==> src/rtl/dpram_access_arbiter.sv <==
// Round-robin write/read arbiter for a 1W/1R RAM with a one-cycle registered read.
// Grants are combinational, and a read that would hit the address being written is held off for one cycle.
module dpram_access_arbiter #(
  parameter int DATA_WIDTH = 4,
  parameter int ADDR_WIDTH = 4
) (
  input  logic                  clk,
  input  logic                  reset_n,
  input  logic                  w0_valid,
  output logic                  w0_ready,
  input  logic [ADDR_WIDTH-1:0] w0_addr,
  input  logic [DATA_WIDTH-1:0] w0_data,
  input  logic                  w1_valid,
  output logic                  w1_ready,
  input  logic [ADDR_WIDTH-1:0] w1_addr,
  input  logic [DATA_WIDTH-1:0] w1_data,
  input  logic                  r0_valid,
  output logic                  r0_ready,
  input  logic [ADDR_WIDTH-1:0] r0_addr,
  input  logic                  r1_valid,
  output logic                  r1_ready,
  input  logic [ADDR_WIDTH-1:0] r1_addr,
  output logic                  ram_we,
  output logic [ADDR_WIDTH-1:0] ram_waddr,
  output logic [DATA_WIDTH-1:0] ram_din,
  output logic                  ram_re,
  output logic [ADDR_WIDTH-1:0] ram_raddr,
  input  logic [DATA_WIDTH-1:0] ram_dout,
  output logic                  rsp_valid,
  output logic                  rsp_id,
  output logic [DATA_WIDTH-1:0] rsp_data
);

  logic                  wr_prio;
  logic                  rd_prio;
  logic                  w_gnt0;
  logic                  w_gnt1;
  logic                  r_cand0;
  logic                  r_cand1;
  logic                  r_gnt0;
  logic                  r_gnt1;
  logic                  collide;
  logic [ADDR_WIDTH-1:0] cand_addr;

  // Write side: round robin; the bus is zeroed when no requester is granted.
  always_comb begin
    w_gnt0    = reset_n && w0_valid && (!w1_valid || !wr_prio);
    w_gnt1    = reset_n && w1_valid && (!w0_valid || wr_prio);
    ram_we    = w_gnt0 || w_gnt1;
    ram_waddr = '0;
    ram_din   = '0;
    if (w_gnt0) begin
      ram_waddr = w0_addr;
      ram_din   = w0_data;
    end else if (w_gnt1) begin
      ram_waddr = w1_addr;
      ram_din   = w1_data;
    end
  end

  // Read side: a candidate hitting the address being written waits a cycle so it sees the new data.
  always_comb begin
    r_cand0   = reset_n && r0_valid && (!r1_valid || !rd_prio);
    r_cand1   = reset_n && r1_valid && (!r0_valid || rd_prio);
    cand_addr = r_cand1 ? r1_addr : r0_addr;
    collide   = ram_we && (r_cand0 || r_cand1) && (cand_addr == ram_waddr);
    r_gnt0    = r_cand0 && !collide;
    r_gnt1    = r_cand1 && !collide;
    ram_re    = r_gnt0 || r_gnt1;
    ram_raddr = '0;
    if (r_gnt0) begin
      ram_raddr = r0_addr;
    end else if (r_gnt1) begin
      ram_raddr = r1_addr;
    end
  end

  always_comb begin
    w0_ready = w_gnt0;
    w1_ready = w_gnt1;
    r0_ready = r_gnt0;
    r1_ready = r_gnt1;
    rsp_data = ram_dout;
  end

  always_ff @(posedge clk or negedge reset_n) begin
    if (!reset_n) begin
      wr_prio   <= 1'b0;
      rd_prio   <= 1'b0;
      rsp_valid <= 1'b0;
      rsp_id    <= 1'b0;
    end else begin
      if (ram_we) begin
        wr_prio <= w_gnt0;
      end
      if (ram_re) begin
        rd_prio <= r_gnt0;
        rsp_id  <= r_gnt1;
      end
      rsp_valid <= ram_re;
    end
  end

endmodule

==> config.mk <==
export PLATFORM = sky130hd
export DESIGN_NAME = dpram_access_arbiter
export DESIGN_NICKNAME = d
export VERILOG_FILES = /design/src/rtl/dpram_access_arbiter.sv
export SDC_FILE = /design/constraint.sdc
export NUM_CORES = 1
export LEC_CHECK = 0
export ABC_CLOCK_PERIOD_IN_PS = 2100
export CORE_MARGIN = 2
export CORE_UTILIZATION = 28
export DETAILED_ROUTE_END_ITERATION = 16
export PLACE_DENSITY = 0.77
export SYNTH_ARGS = -nofsm -noshare
export SYNTH_HDL_FRONTEND = slang
export SYNTH_SLANG_ARGS = --single-unit
export TNS_END_PERCENT = 50
==> constraint.sdc <==
create_clock -name clk -period 2.1 [get_ports clk]
set_clock_uncertainty 0.05 [all_clocks]
set_input_delay 0.42 -clock clk [delete_from_list [all_inputs] [get_ports clk]]
set_output_delay 0.42 -clock clk [all_outputs]
set_load 0.02 [all_outputs]
# Word-level counts from Yosys, hierarchy flattened
# Index checks and enable logic that the tools add are counted.
[totals]
reg_bits = 4
in_bits = 34
[op_classes]
n_eq_ne = 1
mux = 7
reduce_logical = 26
[ops]
columns = ["op", "n"]
rows = [
  ["$mux 4", 7],
  ["$logic_and 1x1->1", 12],
  ["$logic_not 1->1", 7],
  ["$logic_or 1x1->1", 7],
  ["$eq 4x4->1", 1],
]

# Longest topological paths before layout
# Gate-level depths: netlist of the first run.
[depth]
depth_word = 11
mapped_depth = 8

# Least setup slack after synthesis of the first run
# No wires, ideal clock.
[synth_path]
path_kind = "in2out"
from = "input reset_n"
to = "output ram_re"
n_path_buf = 2
stages = 8
slack_ns = -0.345
arrival_ns = 1.975
cell_sequence = "buf_2 > nand2_1 > o32ai_2 > nand3b_1 > a22oi_4 > and2_1 > buf_6 > a21oi_1"
[synth_via]
elab_chain_len = 9
elab_cells_between_ends = 20
classes_between = "1 x eq/ne; 3 x mux; 16 x reduce/logical"
[synth_rtl]
columns = ["element", "line_no", "rtl"]
rows = [
  ["start, declared", "8", "input logic reset_n,"],
  ["$logic_and 1x1->1 (2 in a row)", "48", "w_gnt1 = reset_n && w1_valid && (!w0_valid || wr_prio);"],
  ["$mux 4", "55", "end else if (w_gnt1) begin"],
  ["$mux 4 *", "52", "if (w_gnt0) begin"],
  ["via ram_waddr[0]", "24", "output logic [ADDR_WIDTH-1:0] ram_waddr,"],
  ["$eq 4x4->1 *", "66", "collide = ram_we && (r_cand0 || r_cand1) && (cand_addr == ram_waddr);"],
  ["$logic_and 1x1->1 *", "66", ""],
  ["$logic_not 1->1 *", "67, 68", ""],
  ["$logic_and 1x1->1 (on tied branches)", "67, 68", ""],
  ["$logic_or 1x1->1 *", "69", "ram_re = r_gnt0 || r_gnt1;"],
  ["end, declared", "26", "output logic ram_re,"],
]
# The timed path passes the listed nets; every way through them passes the cells marked *.

# Final worst setup path of the first run
[layout_path]
from = "register wr_prio"
to = "output ram_raddr[3]"
[layout_via]
elab_chain_len = 10
elab_cells_between_ends = 16
classes_between = "1 x eq/ne; 4 x mux; 11 x reduce/logical"
[layout_rtl]
columns = ["element", "line_no", "rtl"]
rows = [
  ["start, declared", "34", "logic wr_prio;"],
  ["start signal, assigned", "94", "wr_prio <= w_gnt0;"],
  ["$logic_or 1x1->1 / $logic_not 1->1 (equally long branches)", "48, 47", ""],
  ["$logic_and 1x1->1 / $logic_or 1x1->1 (equally long branches)", "48, 47", ""],
  ["$mux 4 / $logic_and 1x1->1 (equally long branches)", "55, 47", ""],
  ["$mux 4 / $logic_or 1x1->1 (equally long branches)", "52, 49", ""],
  ["$eq 4x4->1 / $logic_and 1x1->1 (equally long branches)", "66", ""],
  ["$logic_and 1x1->1 *", "66", ""],
  ["$logic_not 1->1 *", "67, 68", ""],
  ["$logic_and 1x1->1", "68", "r_gnt1 = r_cand1 && !collide;"],
  ["$mux 4", "73", "end else if (r_gnt1) begin"],
  ["$mux 4 *", "71", "if (r_gnt0) begin"],
  ["end, declared", "27", "output logic [ADDR_WIDTH-1:0] ram_raddr,"],
]
# Every way passes the cells marked *; elsewhere a longest branch is shown, timed or not.

==> metrics list, run 1 <==
* Outcome: finished with violations
- The final reports fail on negative setup slack.
* Post-layout worst setup margin: -385 ps
- Net switching fraction of the power: a little under two fifths
* Number of global-route vias before repair: 940
- Yosys printed 0 warnings.
- Post-CTS Hold Buffers: 0
* Final worst-path cycle share: 118%
* Number of routed nets with antenna violations: 0
- Maximum clock frequency: roughly 0.40 GHz
* CTS Sinks: 4
- Setup violations remaining at the end of the flow were counted as 9.
* Combinational Power Share: 68.5%
* DIE AREA: between 0.002 and 0.003 mm2
- TritonCTS built the clock tree.
- The HPWL after detailed placement is 2090 um.
- After the first detailed-routing iteration, the DRC count stood at 7.
* Number of remaining DRC errors: 0
* Type of origin of the critical path: flip-flop
- At the end of the flow the core is filled with cells to 70.1%.
- Summing the sequential cell areas from Yosys gives between 15 and 20% of the chip area.
* Critical path peak fanout: 6
- Cell chosen for the clock root: sky130_fd_sc_hd__clkbuf_4
- The total count of max-transition violations in the final report was 0.
* Clock-pin slew reported for the worst setup and hold paths after clock tree synthesis: 40 ps
* Net switching power: about 240 uW
- Average wire per cell in the routed design: roughly 15 um
- The clock network burns roughly 15% of the power.
- Critical Path, Cell by Cell: nor2b_4 > buf_12 > o32ai_4 > a21bo_4 > a22oi_4 > and2_4 > a21oi_2 > buf_4
- The number of antenna diodes in the final layout is 0.
- Excluding fillers, the count of instances in the completed layout stands at roughly 190.
- In this run the number of H-tree levels came out at 1.
* Minimum period implied by the final worst setup slack: roughly 2500 ps
- Global routing used 20.9% of the available tracks.
* Proportion of power drawn by flip-flops and latches: roughly 17%
- Port Buffers: between 40 and 50
* Post-Synthesis Mean Instance Area: ~8 um2
* Signed area change from the synthesized netlist to the final layout: 139%
- Cell count after synthesis: 80
- The tightest min-delay check is of the in2async type.
- Initial antenna violation count: 0
- Max-cap violations in this run came to 0.
- Slew @ Worst Pin: ~260 ps
- Worst EP arrival: 2010 ps
- Placed Area: roughly 0.0014 mm2
- The synthesized netlist contains 33 unique library cells.
- Fraction of layout instances using a drive strength above 1: 57.7%
- Post-route standard cell area excluding fillers: approximately 0.0015 mm2
- Peak supply drop: between 0.3 and 0.4 mV
- Count of standard-cell rows: 17
* Length of the first detailed-routing pass in iterations: 4
* Die Height: 51.9 um
* Total number of nets in the final design: between 150 and 200
* I/O pin total: 58
* Total standard cell area after synthesis: 642 um2
- Pin count of the biggest net entering global routing: 10
- The routed design has 2800 um of wire.
- For this configuration, the core starts out at a cell density of between 20 and 30%.
- The worst pin sits at a relative slew slack of 82.9%.
- The number of nets in the synthesized netlist is between 100 and 150.
* Number of vias in the routed layout: 967
- The worst setup path is captured at a primary output.
* Final hold vios: 0
- Total power for the finished layout comes to 644 uW.
- After routing, the total negative slack on setup checks comes to -2510 ps.
- Global-route congestion overflow total: 0
* Internal portion of total power: 403 uW
- Die width: 51.9 um
* Vias per inst: between 5 and 6
- For this design, the slowest cell found on the critical path is sky130_fd_sc_hd__dfrtp_2.
* Gpl congestion: 0.913
* Leakage power: roughly 0.7 nW
* Core region area: about 0.0022 mm2
- Data required time of the worst path: around 1600 ps
* Crit Path Class: reg2out
- Clock tree buffer depth: 2
- For the worst-skew pair, the clock arrives at the later sink with an insertion delay of ~240 ps.
- Wire length of the first global-routing pass: around 4200 um
- The synthesized design contains 4 register bits.
- Dividing total power by cell area gives a power density of 420 mW/mm2.
* Reg2reg path depth: 8
- Setup repair after global routing could not meet its margin everywhere.
* Cell count after placement: 177
* TritonCTS buffer count: 3
* Stage delay of the slowest cell on the critical path: 410 ps
through the flow:
step | setup WS (ps) | hold slack [ps]
global placement | -1100 | 445
global route | -452 | 108
finish | -385 | 109
detailed placement | -1170 | 448
floorplan | -94.2 | 74.4
CTS | -408 | 208
registers in the layout, indices dropped and copies added, names as in the netlist:
name and count:
rsp_id 1, rsp_valid 1, rd_prio 1, wr_prio 1
synth_stat cells, drive strengths merged:
library cell	number	area share [%]
clkbuf	2	1.2
nand2	13	7.6
o21a	1	1.2
inv	3	1.8
and2	2	1.9
nand3	2	1.6
nand2b	1	0.98
a21bo	4	6.2
o32ai	3	9.4
nand4	4	3.9
nand3b	3	3.5
a22o	4	5.5
a22oi	2	5.3
buf	7	8.0
nand4b	1	1.4
nor2b	3	4.1
dfrtp	4	16
a211o	1	1.4
nor3b	1	1.2
a2bb2oi	1	1.4
a31oi	1	0.98
a21oi	8	6.2
and3	1	0.98
o22ai	2	3.9
a21boi	1	1.2
o21ai	5	3.9
routing by layer:
metal	track usage (%)	wire, um
met3	3.45	198
met4	8.77	38
met2	40.7	1530
met5	0	0
met1	21.4	1030
path summary, 6_finish.rpt:
| check | end | slack [ps] | startpoint |
|---|---|---|---|
| setup / recovery | ram_raddr[3] | -380 | wr_prio |
| hold / removal | wr_prio | 110 | reset_n |
| setup reg to reg | rd_prio | 140 | wr_prio |
| hold reg to reg | rsp_id | 450 | rsp_id |
| max in group asynchronous | rsp_valid | 1630 | reset_n |
| min in group clk | rsp_id | 450 | rsp_id |
cells by family (layout without fill, tap and decap cells):
kind of cell,after synthesis,in the layout,synth area share (%)
AO/OA/AOI/OAI,33,33,46.4
buffers and inverters,12,95,10.9
flip-flops,4,4,15.6
AND/OR/NAND/NOR,31,31,27.1
what timing repair did:
| item | CTS | global route |
|---|---|---|
| endpoints found under the hold margin | 0 | 0 |
| setup buffers | 4 | 7 |
| pin swaps | 11 | 13 |
| endpoints found under the setup margin | 21 | 12 |
| gates resized for setup | 79 | 32 |
worst max-delay path, delay by kind of cell (launching register included):
family / cells / cell delay [ps]
and+or+nand+nor: 2 / 310
AOI/OAI and AO/OA: 4 / 780
buffers and inverters: 2 / 280
DFF: 1 / 410
power by group through the flow:
| stage | logic, mW | registers [mW] | clock network, mW |
|---|---|---|---|
| after floorplan | 0.187 | 0.112 | 0 |
| after global placement | 0.383 | 0.105 | 0 |
| after detailed placement | 0.392 | 0.105 | 0 |
| after CTS | 0.402 | 0.107 | 0.100 |
| after global routing | 0.468 | 0.108 | 0.109 |
| final | 0.441 | 0.107 | 0.0961 |
cells in the final DEF, fill, tap and decap left out, types with 2 or more instances in the layout:
cell | synthesis | final
sky130_fd_sc_hd__dfrtp_1 | 4 | 3
sky130_fd_sc_hd__a22o_1 | 4 | 4
sky130_fd_sc_hd__o32ai_4 | 1 | 3
sky130_fd_sc_hd__a21oi_4 | 0 | 2
sky130_fd_sc_hd__a21oi_2 | 0 | 4
sky130_fd_sc_hd__dlygate4sd2_1 | 0 | 6
sky130_fd_sc_hd__a21oi_1 | 8 | 2
sky130_fd_sc_hd__o22ai_2 | 2 | 2
sky130_fd_sc_hd__nand2_1 | 13 | 9
sky130_fd_sc_hd__a21bo_1 | 2 | 2
sky130_fd_sc_hd__nand3b_1 | 3 | 3
sky130_fd_sc_hd__buf_6 | 1 | 8
sky130_fd_sc_hd__o21ai_1 | 0 | 2
sky130_fd_sc_hd__clkdlybuf4s50_1 | 0 | 22
sky130_fd_sc_hd__nand2_2 | 0 | 3
sky130_fd_sc_hd__inv_1 | 2 | 2
sky130_fd_sc_hd__nand4_1 | 4 | 4
sky130_fd_sc_hd__nand3_1 | 2 | 2
sky130_fd_sc_hd__o21ai_2 | 0 | 2
sky130_fd_sc_hd__a21bo_4 | 0 | 2
sky130_fd_sc_hd__buf_2 | 2 | 4
sky130_fd_sc_hd__clkbuf_4 | 0 | 3
sky130_fd_sc_hd__buf_4 | 4 | 46
layout make-up:
cell class / count / area (um2)
clock buffer: 3 / 22.5
fill: 200 / 656
inverter: 3 / 11.3
multi-input combinational: 64 / 602
sequential: 4 / 101
tap: 28 / 35.0
timing repair buffer: 89 / 763
Power figures use the tool's default switching activity.
==> run 2, diff against run 1 <==
--- a/config.mk
+++ b/config.mk
@@ -6,10 +6,11 @@
 export NUM_CORES = 1
 export LEC_CHECK = 0
 export ABC_CLOCK_PERIOD_IN_PS = 2100
-export CORE_MARGIN = 2
 export CORE_UTILIZATION = 28
 export DETAILED_ROUTE_END_ITERATION = 16
 export PLACE_DENSITY = 0.77
+export SKIP_CTS_REPAIR_TIMING = 1
+export SKIP_LAST_GASP = 1
 export SYNTH_ARGS = -nofsm -noshare
 export SYNTH_HDL_FRONTEND = slang
 export SYNTH_SLANG_ARGS = --single-unit
==> metrics list, run 2 (synthesis results as in run 1) <==
- The die area was 0.00249 mm2 (-7.6%).
- The combined buffer and inverter count along the critical path came to 3 (+1).
- Met2 wire length: 1440 um (-5.6%)
* Core region area: 0.00206 mm2 (-5.9%)
- The delay of the slowest cell on the worst path is 430 ps (+20 ps).
- TritonCTS buffer count: 3 (unchanged)
* Relative max-transition margin: 77.6% (-5.2 points)
- Peak supply drop: 0.457 mV (+45%)
- Power density cells: 415 mW/mm2 (-1.1%)
- Leakage power: 0.666 nW (-3.8%)
* Most common cell after layout, fill and taps aside: sky130_fd_sc_hd__clkdlybuf4s50_1
* Number of max-capacitance violations reported: 0 (unchanged)
* Number of vias in the routed layout: 940 (-2.8%)
- Post-layout power: 617 uW (-4.2%)
* Antenna cell count: 0 (unchanged)
* Clock-pin slew reported for the worst setup and hold paths after clock tree synthesis: 40 ps (about the same)
- The number of top-level pins was 58 (unchanged).
* Final hold vios: 0 (unchanged)
- The smallest setup slack after layout came to -445 ps (-60.1 ps).
- The vias per cell was 5.16 (+2.0%).
- Final wirelength: 2660 um (-4.8%)
* Initial antenna violation count: 0 (unchanged)
- Amount of wire on met3 after detailed routing: 195 um (-1.5%)
- The flow ran to the end, but the final reports show violations.
- Wire length of the first global-routing pass: 4000 um (-4.0%)
- Total routing usage reported by global routing: 20.2% (-0.65 points)
* Setup repair after global routing missed its margin: true
- Kind of path behind the tightest hold check: in2async
- Pin count of the biggest net entering global routing: 7 (-3)
- Crit Path Class: reg2out
* Maximum clock frequency: 0.393 GHz (-2.4%)
- The DRC violation count after routing was 0 (unchanged).
* Critical path peak fanout: 6 (unchanged)
- Gpl congestion: 0.906 (-0.72%)
- Slew @ Worst Pin: 334 ps (+76.8 ps)
- Setup Viol. Count Final: 17 (+8)
- The detailed-route wire length per cell was 14.6 um (-0.12%).
- Worst EP arrival: 2070 ps (+60 ps)
- Starting DRT DRC Count: 17 (+10)
* Kind of capture point of the worst setup path: primary output
- Signal routing reaches up to met4.
- Worst reg2reg startpoint: wr_prio
- The count of standard-cell rows came to 16 (-1).
- Signed area change from the synthesized netlist to the final layout: 132%
- Die width: 49.9 um (-3.9%)
- H-Tree Depth: 1 (unchanged)
- Commonest cells after routing, fill and taps aside: sky130_fd_sc_hd__clkdlybuf4s50_1 (34), sky130_fd_sc_hd__buf_4 (31), sky130_fd_sc_hd__nand2_1 (10)
* Total number of nets in the final design: 191 (-4.0%)
- The die extent in y is 49.9 um (-3.9%).
- Reg2reg path depth: 9 (+1)
- The signal on the critical path passes through nor2b_4 > buf_12 > o32ai_4 > buf_4 > nand3b_1 > a22oi_2 > and2_4 > a21oi_2 > clkbuf_2.
- STA classifies the critical path startpoint as a flip-flop.
- Clock tree buffer depth: 2 (unchanged)
- Effective utilization at floorplan: 31.1% (+1.8 points)
* Sum of routed wire segments on met1: 974 um (-5.6%)
- Highest-delay cell along the critical path: sky130_fd_sc_hd__dfrtp_2
- The smallest hold slack is 122 ps (+12.9 ps).
- The share of cells above drive strength 1 came to 45.8% (-12 points).
- Minimum period implied by the final worst setup slack: 2540 ps (+60.1 ps)
- The number of I/O port buffers is 49 (unchanged).
- Final worst-path cycle share: 121% (+2.9 points)
* Failing checks: negative setup slack
* Worst reg-to-reg setup slack: 60 ps (-80 ps)
- Family of cells with the greatest summed delay on the critical path: simple AND/OR/NAND/NOR gates
* Placed wire-length estimate after detailed placement: 2050 um (-2.1%)
- The number of global-route vias before repair was 953 (+1.4%).
* Source-to-sink clock delay at the later pin of the worst-skew pair: 240 ps (about the same)
- In this run the critical register-to-register path is captured at rsp_id.
* CTS tree: done
- Number of routed nets with antenna violations: 0 (unchanged)
- Total count of max-transition violations in the final report: 0 (unchanged)
- Global-route congestion overflow total: 0 (unchanged)
- The number of detailed-routing iterations run before antenna repair was 4 (unchanged).
- Count of cell instances traversed by the critical path: 9 (+1)
* CTS Sinks: 4 (unchanged)
* Data required time of the worst path: 1630 ps (about the same)
* Final TNS setup: -5570 ps (-3060 ps)
- Cell chosen for the clock root: sky130_fd_sc_hd__clkbuf_4
-- run 2: changes by cell type in the layout (fill, tap and decap cells not counted), moves of 2 or more --
cell	previous run	this run
sky130_fd_sc_hd__dlygate4sd2_1	6	0
sky130_fd_sc_hd__dlymetal6s2s_1	0	5
sky130_fd_sc_hd__buf_2	4	0
sky130_fd_sc_hd__clkbuf_2	1	5
sky130_fd_sc_hd__a21bo_4	2	0
sky130_fd_sc_hd__o21ai_2	2	0
sky130_fd_sc_hd__clkdlybuf4s50_1	22	34
sky130_fd_sc_hd__buf_6	8	4
sky130_fd_sc_hd__a21bo_2	0	2
sky130_fd_sc_hd__buf_4	46	31
sky130_fd_sc_hd__o21ai_0	1	3
-- run 2: layout make-up --
class	instances	area (um2)
clock buffers	3	22.5
fillers	161	574
inverters	3	11.3
multi-input cells	64	573
well taps	27	33.8
flip-flops and latches	4	101
repair buffers	81	746
-- run 2: worst max-delay path by stage --
stage,startpoint,end
after floorplan,w0_valid,ram_re
after global placement,w0_valid,ram_re
after detailed placement,reset_n,ram_re
after CTS,reset_n,ram_re
after global routing,wr_prio,ram_raddr[2]
final,wr_prio,ram_raddr[2]
-- run 2: power breakdown --
| group | switching (mW) | internal [mW] | leakage [nW] |
|---|---|---|---|
| sequential | 0.0172 | 0.0926 | 0.0455 |
| combinational | 0.181 | 0.229 | 0.606 |
| clock | 0.0334 | 0.0640 | 0.0138 |
| total | 0.231 | 0.386 | 0.666 |
-- run 2: metal layers --
layer  global-route usage (%)  vias up
li1                         -      446
met1                     20.0      433
met2                     40.5       53
met3                     4.32        8
met4                     6.67        0
met5                        0        -
-- run 2: through the flow --
step           worst slack (ps)  cell area (um2)  utilization (%)  cells
2_1_floorplan             -94.2              712                -     80
3_3_place_gp              -1070             1410             68.2    175
3_5_place_dp              -1120             1410             68.2    175
4_1_cts                   -1130             1430             69.3    178
5_1_grt                    -483             1490             72.1    182
6_report                   -445             1490             72.1    182
